`src/rtl/recv_phy_deframer.sv`:
```
// recv_phy_deframer: receive-side MII deframer.
// Samples 4-bit PHY nibbles, strips the preamble and SFD, reassembles bytes low
// nibble first and emits a 24-bit control block at end of frame.
// Ports:
//   clk_phy       PHY nibble clock (only clock)
//   reset_n       asynchronous active-low reset
//   phy_data_in   receive nibble, low nibble of each byte first
//   phy_rx_dv     receive data valid
//   r_data_out    reassembled byte, valid with r_data_valid
//   r_data_valid  one-cycle strobe per delivered byte
//   r_ctrl_out    {count[11:0], 8'h00, odd_nibble, runt, giant, frame_ok}
//   r_frame_valid one-cycle strobe qualifying r_ctrl_out
//   r_drop_cnt    saturating count of dropped or bad frames
module recv_phy_deframer #(
  parameter int unsigned MIN_LEN = 64,
  parameter int unsigned MAX_LEN = 1518
) (
  input  logic        clk_phy,
  input  logic        reset_n,
  input  logic [3:0]  phy_data_in,
  input  logic        phy_rx_dv,
  output logic [7:0]  r_data_out,
  output logic        r_data_valid,
  output logic [23:0] r_ctrl_out,
  output logic        r_frame_valid,
  output logic [7:0]  r_drop_cnt
);

  localparam int unsigned NIB_W  = 4;
  localparam int unsigned BYTE_W = 8;
  localparam int unsigned CNT_W  = 12;
  localparam int unsigned CTRL_W = 24;
  localparam int unsigned DROP_W = 8;

  localparam logic [NIB_W-1:0]  NIB_PRE  = 4'h5;
  localparam logic [NIB_W-1:0]  NIB_SFD  = 4'hD;
  localparam logic [CNT_W-1:0]  MAX_CNT  = CNT_W'(MAX_LEN);
  localparam logic [CNT_W-1:0]  MIN_CNT  = CNT_W'(MIN_LEN);
  localparam logic [DROP_W-1:0] DROP_SAT = '1;

  typedef enum logic [1:0] {
    S_IDLE = 2'd0,
    S_PRE  = 2'd1,
    S_DATA = 2'd2,
    S_DROP = 2'd3
  } state_t;

  state_t state_q, state_d;

  logic              phase_q, phase_d;
  logic [NIB_W-1:0]  low_q, low_d;
  logic [CNT_W-1:0]  count_q, count_d;
  logic              giant_q, giant_d;

  logic [BYTE_W-1:0] data_d;
  logic              data_valid_d;
  logic [CTRL_W-1:0] ctrl_d;
  logic              frame_valid_d;
  logic [DROP_W-1:0] drop_d;
  logic              drop_inc;

  // End-of-frame status derived from the current frame state
  logic end_odd, end_runt, end_ok;
  assign end_odd  = phase_q;
  assign end_runt = (count_q < MIN_CNT);
  assign end_ok   = ~(end_odd | end_runt | giant_q);

  // State register
  always_ff @(posedge clk_phy or negedge reset_n) begin
    if (!reset_n) begin
      state_q <= S_IDLE;
    end else begin
      state_q <= state_d;
    end
  end

  // Next-state logic
  always_comb begin
    state_d = state_q;
    case (state_q)
      S_IDLE: begin
        if (phy_rx_dv) begin
          state_d = (phy_data_in == NIB_PRE) ? S_PRE : S_DROP;
        end
      end
      S_PRE: begin
        if (!phy_rx_dv) begin
          state_d = S_IDLE;
        end else if (phy_data_in == NIB_SFD) begin
          state_d = S_DATA;
        end else if (phy_data_in != NIB_PRE) begin
          state_d = S_DROP;
        end
      end
      S_DATA: begin
        if (!phy_rx_dv) begin
          state_d = S_IDLE;
        end
      end
      S_DROP: begin
        if (!phy_rx_dv) begin
          state_d = S_IDLE;
        end
      end
      default: state_d = S_IDLE;
    endcase
  end

  // Datapath and output next values
  always_comb begin
    phase_d       = phase_q;
    low_d         = low_q;
    count_d       = count_q;
    giant_d       = giant_q;
    data_d        = r_data_out;
    data_valid_d  = 1'b0;
    ctrl_d        = r_ctrl_out;
    frame_valid_d = 1'b0;
    drop_inc      = 1'b0;

    case (state_q)
      S_IDLE: begin
        if (phy_rx_dv && (phy_data_in != NIB_PRE)) begin
          drop_inc = 1'b1;
        end
      end
      S_PRE: begin
        if (!phy_rx_dv) begin
          drop_inc = 1'b1;
        end else if (phy_data_in == NIB_SFD) begin
          count_d = '0;
          phase_d = 1'b0;
          giant_d = 1'b0;
        end else if (phy_data_in != NIB_PRE) begin
          drop_inc = 1'b1;
        end
      end
      S_DATA: begin
        if (!phy_rx_dv) begin
          frame_valid_d = 1'b1;
          ctrl_d        = {count_q, 8'h00, end_odd, end_runt, giant_q, end_ok};
          drop_inc      = ~end_ok;
          phase_d       = 1'b0;
        end else if (!phase_q) begin
          low_d   = phy_data_in;
          phase_d = 1'b1;
        end else begin
          phase_d = 1'b0;
          // Counter holds at the cap; excess bytes only mark the frame giant
          if (count_q < MAX_CNT) begin
            data_d       = {phy_data_in, low_q};
            data_valid_d = 1'b1;
            count_d      = count_q + CNT_W'(1);
          end else begin
            giant_d = 1'b1;
          end
        end
      end
      default: ;
    endcase

    drop_d = (drop_inc && (r_drop_cnt != DROP_SAT)) ? r_drop_cnt + DROP_W'(1) : r_drop_cnt;
  end

  // Datapath and output registers
  always_ff @(posedge clk_phy or negedge reset_n) begin
    if (!reset_n) begin
      phase_q       <= 1'b0;
      low_q         <= '0;
      count_q       <= '0;
      giant_q       <= 1'b0;
      r_data_out    <= '0;
      r_data_valid  <= 1'b0;
      r_ctrl_out    <= '0;
      r_frame_valid <= 1'b0;
      r_drop_cnt    <= '0;
    end else begin
      phase_q       <= phase_d;
      low_q         <= low_d;
      count_q       <= count_d;
      giant_q       <= giant_d;
      r_data_out    <= data_d;
      r_data_valid  <= data_valid_d;
      r_ctrl_out    <= ctrl_d;
      r_frame_valid <= frame_valid_d;
      r_drop_cnt    <= drop_d;
    end
  end

endmodule

```
`config.mk`:
```
export PLATFORM = sky130hd
export DESIGN_NAME = recv_phy_deframer
export DESIGN_NICKNAME = d
export VERILOG_FILES = /design/src/rtl/recv_phy_deframer.sv
export SDC_FILE = /design/constraint.sdc
export NUM_CORES = 1
export LEC_CHECK = 0
export ABC_AREA = 0
export CORE_ASPECT_RATIO = 0.7
export CORE_UTILIZATION = 35
export CTS_CLUSTER_DIAMETER = 100
export DETAILED_ROUTE_END_ITERATION = 16
export PLACE_DENSITY = 0.64
export SYNTH_ARGS = -nofsm -noshare
export SYNTH_HDL_FRONTEND = slang
export SYNTH_SLANG_ARGS = --single-unit
```
`constraint.sdc`:
```
create_clock -name clk_phy -period 4.5 [get_ports clk_phy]
set_input_delay 1.125 -clock clk_phy [delete_from_list [all_inputs] [get_ports clk_phy]]
set_output_delay 1.125 -clock clk_phy [all_outputs]
set_load 0.05 [all_outputs]
```
== After elaboration in Yosys (flattened, before gate mapping) ==
Index checks and enable logic that the tools add are counted.
Storage, ports and cells
  memory bits (writable): 0
  word-level logic and storage cells: 81
  latch bits: 0
  ROM bits: 0
  bits in registers: 54
  output and inout bits: 42
  memories: 0
  input bits: 7
Cells by class
  eq/ne operators: 16
  reduce and logical (&&, ||, !) cells: 12
  multiplexer cells: 34
  bitwise logic cells: 5
  divide/modulo/power cells: 0
  $mul: 0
  magnitude comparators: 2
  $add $sub $neg: 2
  shift-type cells: 0
Operator list (number)
  $mux W12: 5
  $pmux W12 S2: 1
  $mux W1: 18
  $ne A2 B2 Y1 const B: 8
  $add A12 B1 Y12 const B: 1
  $lt A12 B11 Y1 const B: 1
  $lt A12 B7 Y1 const B: 1
  $mux W2: 6
  $reduce_and A6 Y1: 2
  $reduce_and A3 Y1: 3
  $add A8 B1 Y8 const B: 1
  $ne A8 B8 Y1 const B: 1
  $pmux W2 S3: 1
  $eq A2 B2 Y1 const B: 2
  $eq A4 B3 Y1 const B: 1
  $eq A4 B4 Y1 const B: 1
  $ne A4 B3 Y1 const B: 1
  $ne A4 B4 Y1 const B: 1
  $pmux W1 S2: 2
  $reduce_and A4 Y1: 1
  $not A1 Y1: 3
  $pmux W1 S3: 1
  $eq A2 B1 Y1 const B: 1
  $logic_and A1 B1 Y1: 2
  5 further kinds: 6

== Depth between registers and ports, before layout ==
  depth after elaboration: 6
  gate-level depth with buffers: 7
  mapped depth without buffers: 5

== Worst setup path before layout ==
Ideal clock, no wire load.
  kind: input port to flip-flop
  start: in phy_rx_dv
  end: reg r_drop_cnt[7]
  library setup time: 128 ps
  path slack: 2158 ps
  stages: 6
  buffers on the path: 1
  data arrival time: 2214 ps
  data required time: 4372 ps
  path through: buf_2 -> nor2_1 -> nand2_2 -> o2bb2ai_4 -> nand4_1 -> mux2_1
Between the ends
  word-level cells in the longest chain between the ends: 4
  elaborated cells between the ends (all ways): 6
  classes of those cells: mux: 4; reduce/logical: 2
RTL lines
  start, declared: RTL line 21  | input logic phy_rx_dv,
  $logic_and A1 B1 Y1: RTL line 123  | if (phy_rx_dv && (phy_data_in != NIB_PRE)) begin
  $mux W1: RTL line 123
  $pmux W1 S3 *: RTL line 121  | case (state_q)
  $logic_and A1 B1 Y1 *: RTL line 162  | drop_d = (drop_inc && (r_drop_cnt != DROP_SAT)) ? r_drop_cnt + DROP_W'(1) : r_drop_cnt;
  end signal, assigned: RTL line 186  | r_drop_cnt <= drop_d;
  end, declared: RTL line 26  | output logic [7:0] r_drop_cnt
Every way passes the cells marked *; elsewhere a longest branch is shown, timed or not.
A chain may end at the register's enable or synchronous reset.

== Worst setup path after layout ==
Same ends and word-level chain as after synthesis.

==> impl_metrics.yaml <==
synth:
  synth_top_area_share: 0.552
  synth_enable_flop_cells: 0
  synth_top_area_cell: "dfrtp_1"
  synth.distinct_cells: 45
  synth_warnings: 0
  syn_area_um2: 2450
  avgSynthCellArea_um2: 10.9
  synth_seq_cells: 54
  async_reset_ff_frac: 1.00
  seq_area_frac_synth: 0.552
  synthTopCellsByCount: "nand2_1 (56), dfrtp_1 (54), nor2_1 (12)"
  synth_ff_type: "dfrtp_1"
  yosys-top-cells-area: "dfrtp_1 (55%), nand2_1 (8.6%), xnor2_1 (2.9%), mux2_1 (2.8%), buf_4 (2.5%)"
  synthCells: 225
  synth_most_common_cell: "nand2_1"
timing:
  fin_setup_tns_ps: 0
  finalMaxSlewViolations: 0
  relSlewSlack: 0.500
  hold_viol_final: 0
  rsz0062_at_grt: "no"
  fin_skew_ps: 6.04
  fmax_mhz: 362
  finalSetupViolCount: 0
  layout_setup_ws_ps: 1740
  hold_slack_ps: 481
  min_period_over_period: 0.614
  max_slew.worst_pin.slew_ps: 749
  post-route-min-period_ps: 2760
floorplan:
  start_util: 0.363
  core_um2: 6760
  die_h_um: 72.0
  dieArea_um2: 7340
  rows: 25
  dieWidth_um: 102
  io_pins: 49
clock_tree:
  clk_pin_slew_ps: 90
  clock_path_buffers: 2
  h-tree-depth: 2
  clkLatencyLatePin_ps: 300
  cts_setup_buffers: 0
  cts_tree: "done"
  clock-sinks: 54
  ctsHoldBuffers: 0
  numCtsBuffers: 5
  root_buffer: "clkbuf_8"
  cts_resized: 0
detailed_routing:
  drtPass1Iterations: 10
  ant_nets: 0
  drt_drc_violations_left: 3
  drtIter0Drc: 84
  wl_per_cell_um: 13.1
  vias: 1677
  drt-vias-per-instance: 4.68
  routed_wl_um: 4680
placed_design:
  portBuffers: 40
  dpl_cell_area_um2: 2890
  dp.cells: 352
  gp_congestion: 0.779
  hpwl_um: 3290
  place_ws_ps: 1410
global_route:
  grt-ovfl-total: 0
  grt_pass1_wl_um: 8000
  grt_pass1_vias: 1633
  grt_use_total: 0.142
  antenna_found_initial: 0
  grt_max_degree: 55
pwr:
  leakagePower_nw: 1.34
  vdd_drop_max_v: 0.000306
  total_power_mw: 1.67
  p_per_area_nw_per_um2: 560
outcome:
  violations: "DRC"
  outcome: "finished, violations left"
cells_and_area:
  fin_cells: 358
  n_fill_cell: 663
  synthToLayoutAreaGrowth_pct: 21.5
  fin_area_um2: 2980
  final_util: 0.441
  diodes: 0
  final_nets: 274
  drive_gt1_frac: 0.102
setup_path:
  worstSetupPathType: "input port to flop"
  path_max_fanout: 19
  critPathCaptureType: "flop"
  start_kind: "input port"
  arrival_ps: 2950
  worstPathRequired_ps: 4690
  r2r_slack_ps: 2470
flow_run:
  drv_cap: 0
min_path:
  hold_path_class: "flop to flop"
sequential cells by signal, indices dropped and copies added, names as in the netlist:
signal	cells
r_ctrl_out	16
r_drop_cnt	8
giant_q	1
count_q	12
state_q	2
r_frame_valid	1
end_odd	1
r_data_out	8
r_data_valid	1
low_q	4
layer usage:
layer,vias to the layer above,share of wire,track usage
met3,5,0.049,0.0356
li1,825,-,-
met1,800,0.54,0.217
met4,0,0.011,0.0413
met2,47,0.40,0.198
met5,-,0,0
cell families after synthesis:
group | count (synthesis) | synth area share
DFF | 54 | 0.552
other | 1 | 0.00153
xor gates and xnor gates | 8 | 0.0286
and+or+nand+nor | 103 | 0.198
muxes | 18 | 0.0873
adders and majority gates | 2 | 0.0102
buffers and inverters | 18 | 0.0465
AOI/OAI and AO/OA | 21 | 0.0761
worst max-delay path, stage by stage:
cell	delay, ps
clkdlybuf4s50_1	540
nor2_1	200
nand2_2	270
o2bb2ai_4	330
nand4_1	140
mux2_1	330
cells in the final DEF (no fill, tap or decap), types with 2 or more instances in the layout:
cell type	count
nor3_1	4
o21ai_1	2
nand2_1	56
nand3_1	4
mux2_1	6
dfrtp_1	54
nor2_1	12
o21ai_0	3
and3_1	4
ha_1	2
mux2i_1	3
nand2b_1	2
or3_1	2
conb_1	8
nand4_1	6
xnor2_1	8
nor2b_1	2
mux2_4	4
and2_1	3
inv_1	3
mux2_2	5
a31oi_1	2
clkdlybuf4s50_1	39
clkbuf_8	6
a21oi_1	5
path summary, 6_finish.rpt:
path                            cells past startpoint                    endpoint                       start
worst max-delay path                                6   r_drop_cnt[7]$_DFFE_PN0P_                   phy_rx_dv
worst min-delay path                                2  r_ctrl_out[12]$_DFFE_PN0P_  r_ctrl_out[12]$_DFFE_PN0P_
worst max register to register                      4   r_data_out[6]$_DFFE_PN0P_      count_q[1]$_DFFE_PN0P_
worst min register to register                      2  r_ctrl_out[12]$_DFFE_PN0P_  r_ctrl_out[12]$_DFFE_PN0P_
max in group asynchronous                           2      count_q[4]$_DFFE_PN0P_                     reset_n
min in group asynchronous                           2   r_drop_cnt[1]$_DFFE_PN0P_                     reset_n
cell type report:
type | instances | area [um^2] | share of cell area
Sequential cell | 54 | 1350 | 0.454
Clock buffer | 6 | 82.6 | 0.0277
Inverter | 3 | 11.3 | 0.00378
Tap cell | 94 | 118 | 0.0395
Timing Repair Buffer | 41 | 403 | 0.135
Multi-Input combinational cell | 160 | 1010 | 0.340
power by group:
part | switching (mW) | internal (mW) | total (mW)
logic | 0.453 | 0.251 | 0.704
clock network | 0.141 | 0.119 | 0.260
registers | 0.101 | 0.601 | 0.702
total | 0.695 | 0.972 | 1.67
Note: power is estimated with default switching activity, not from simulation.
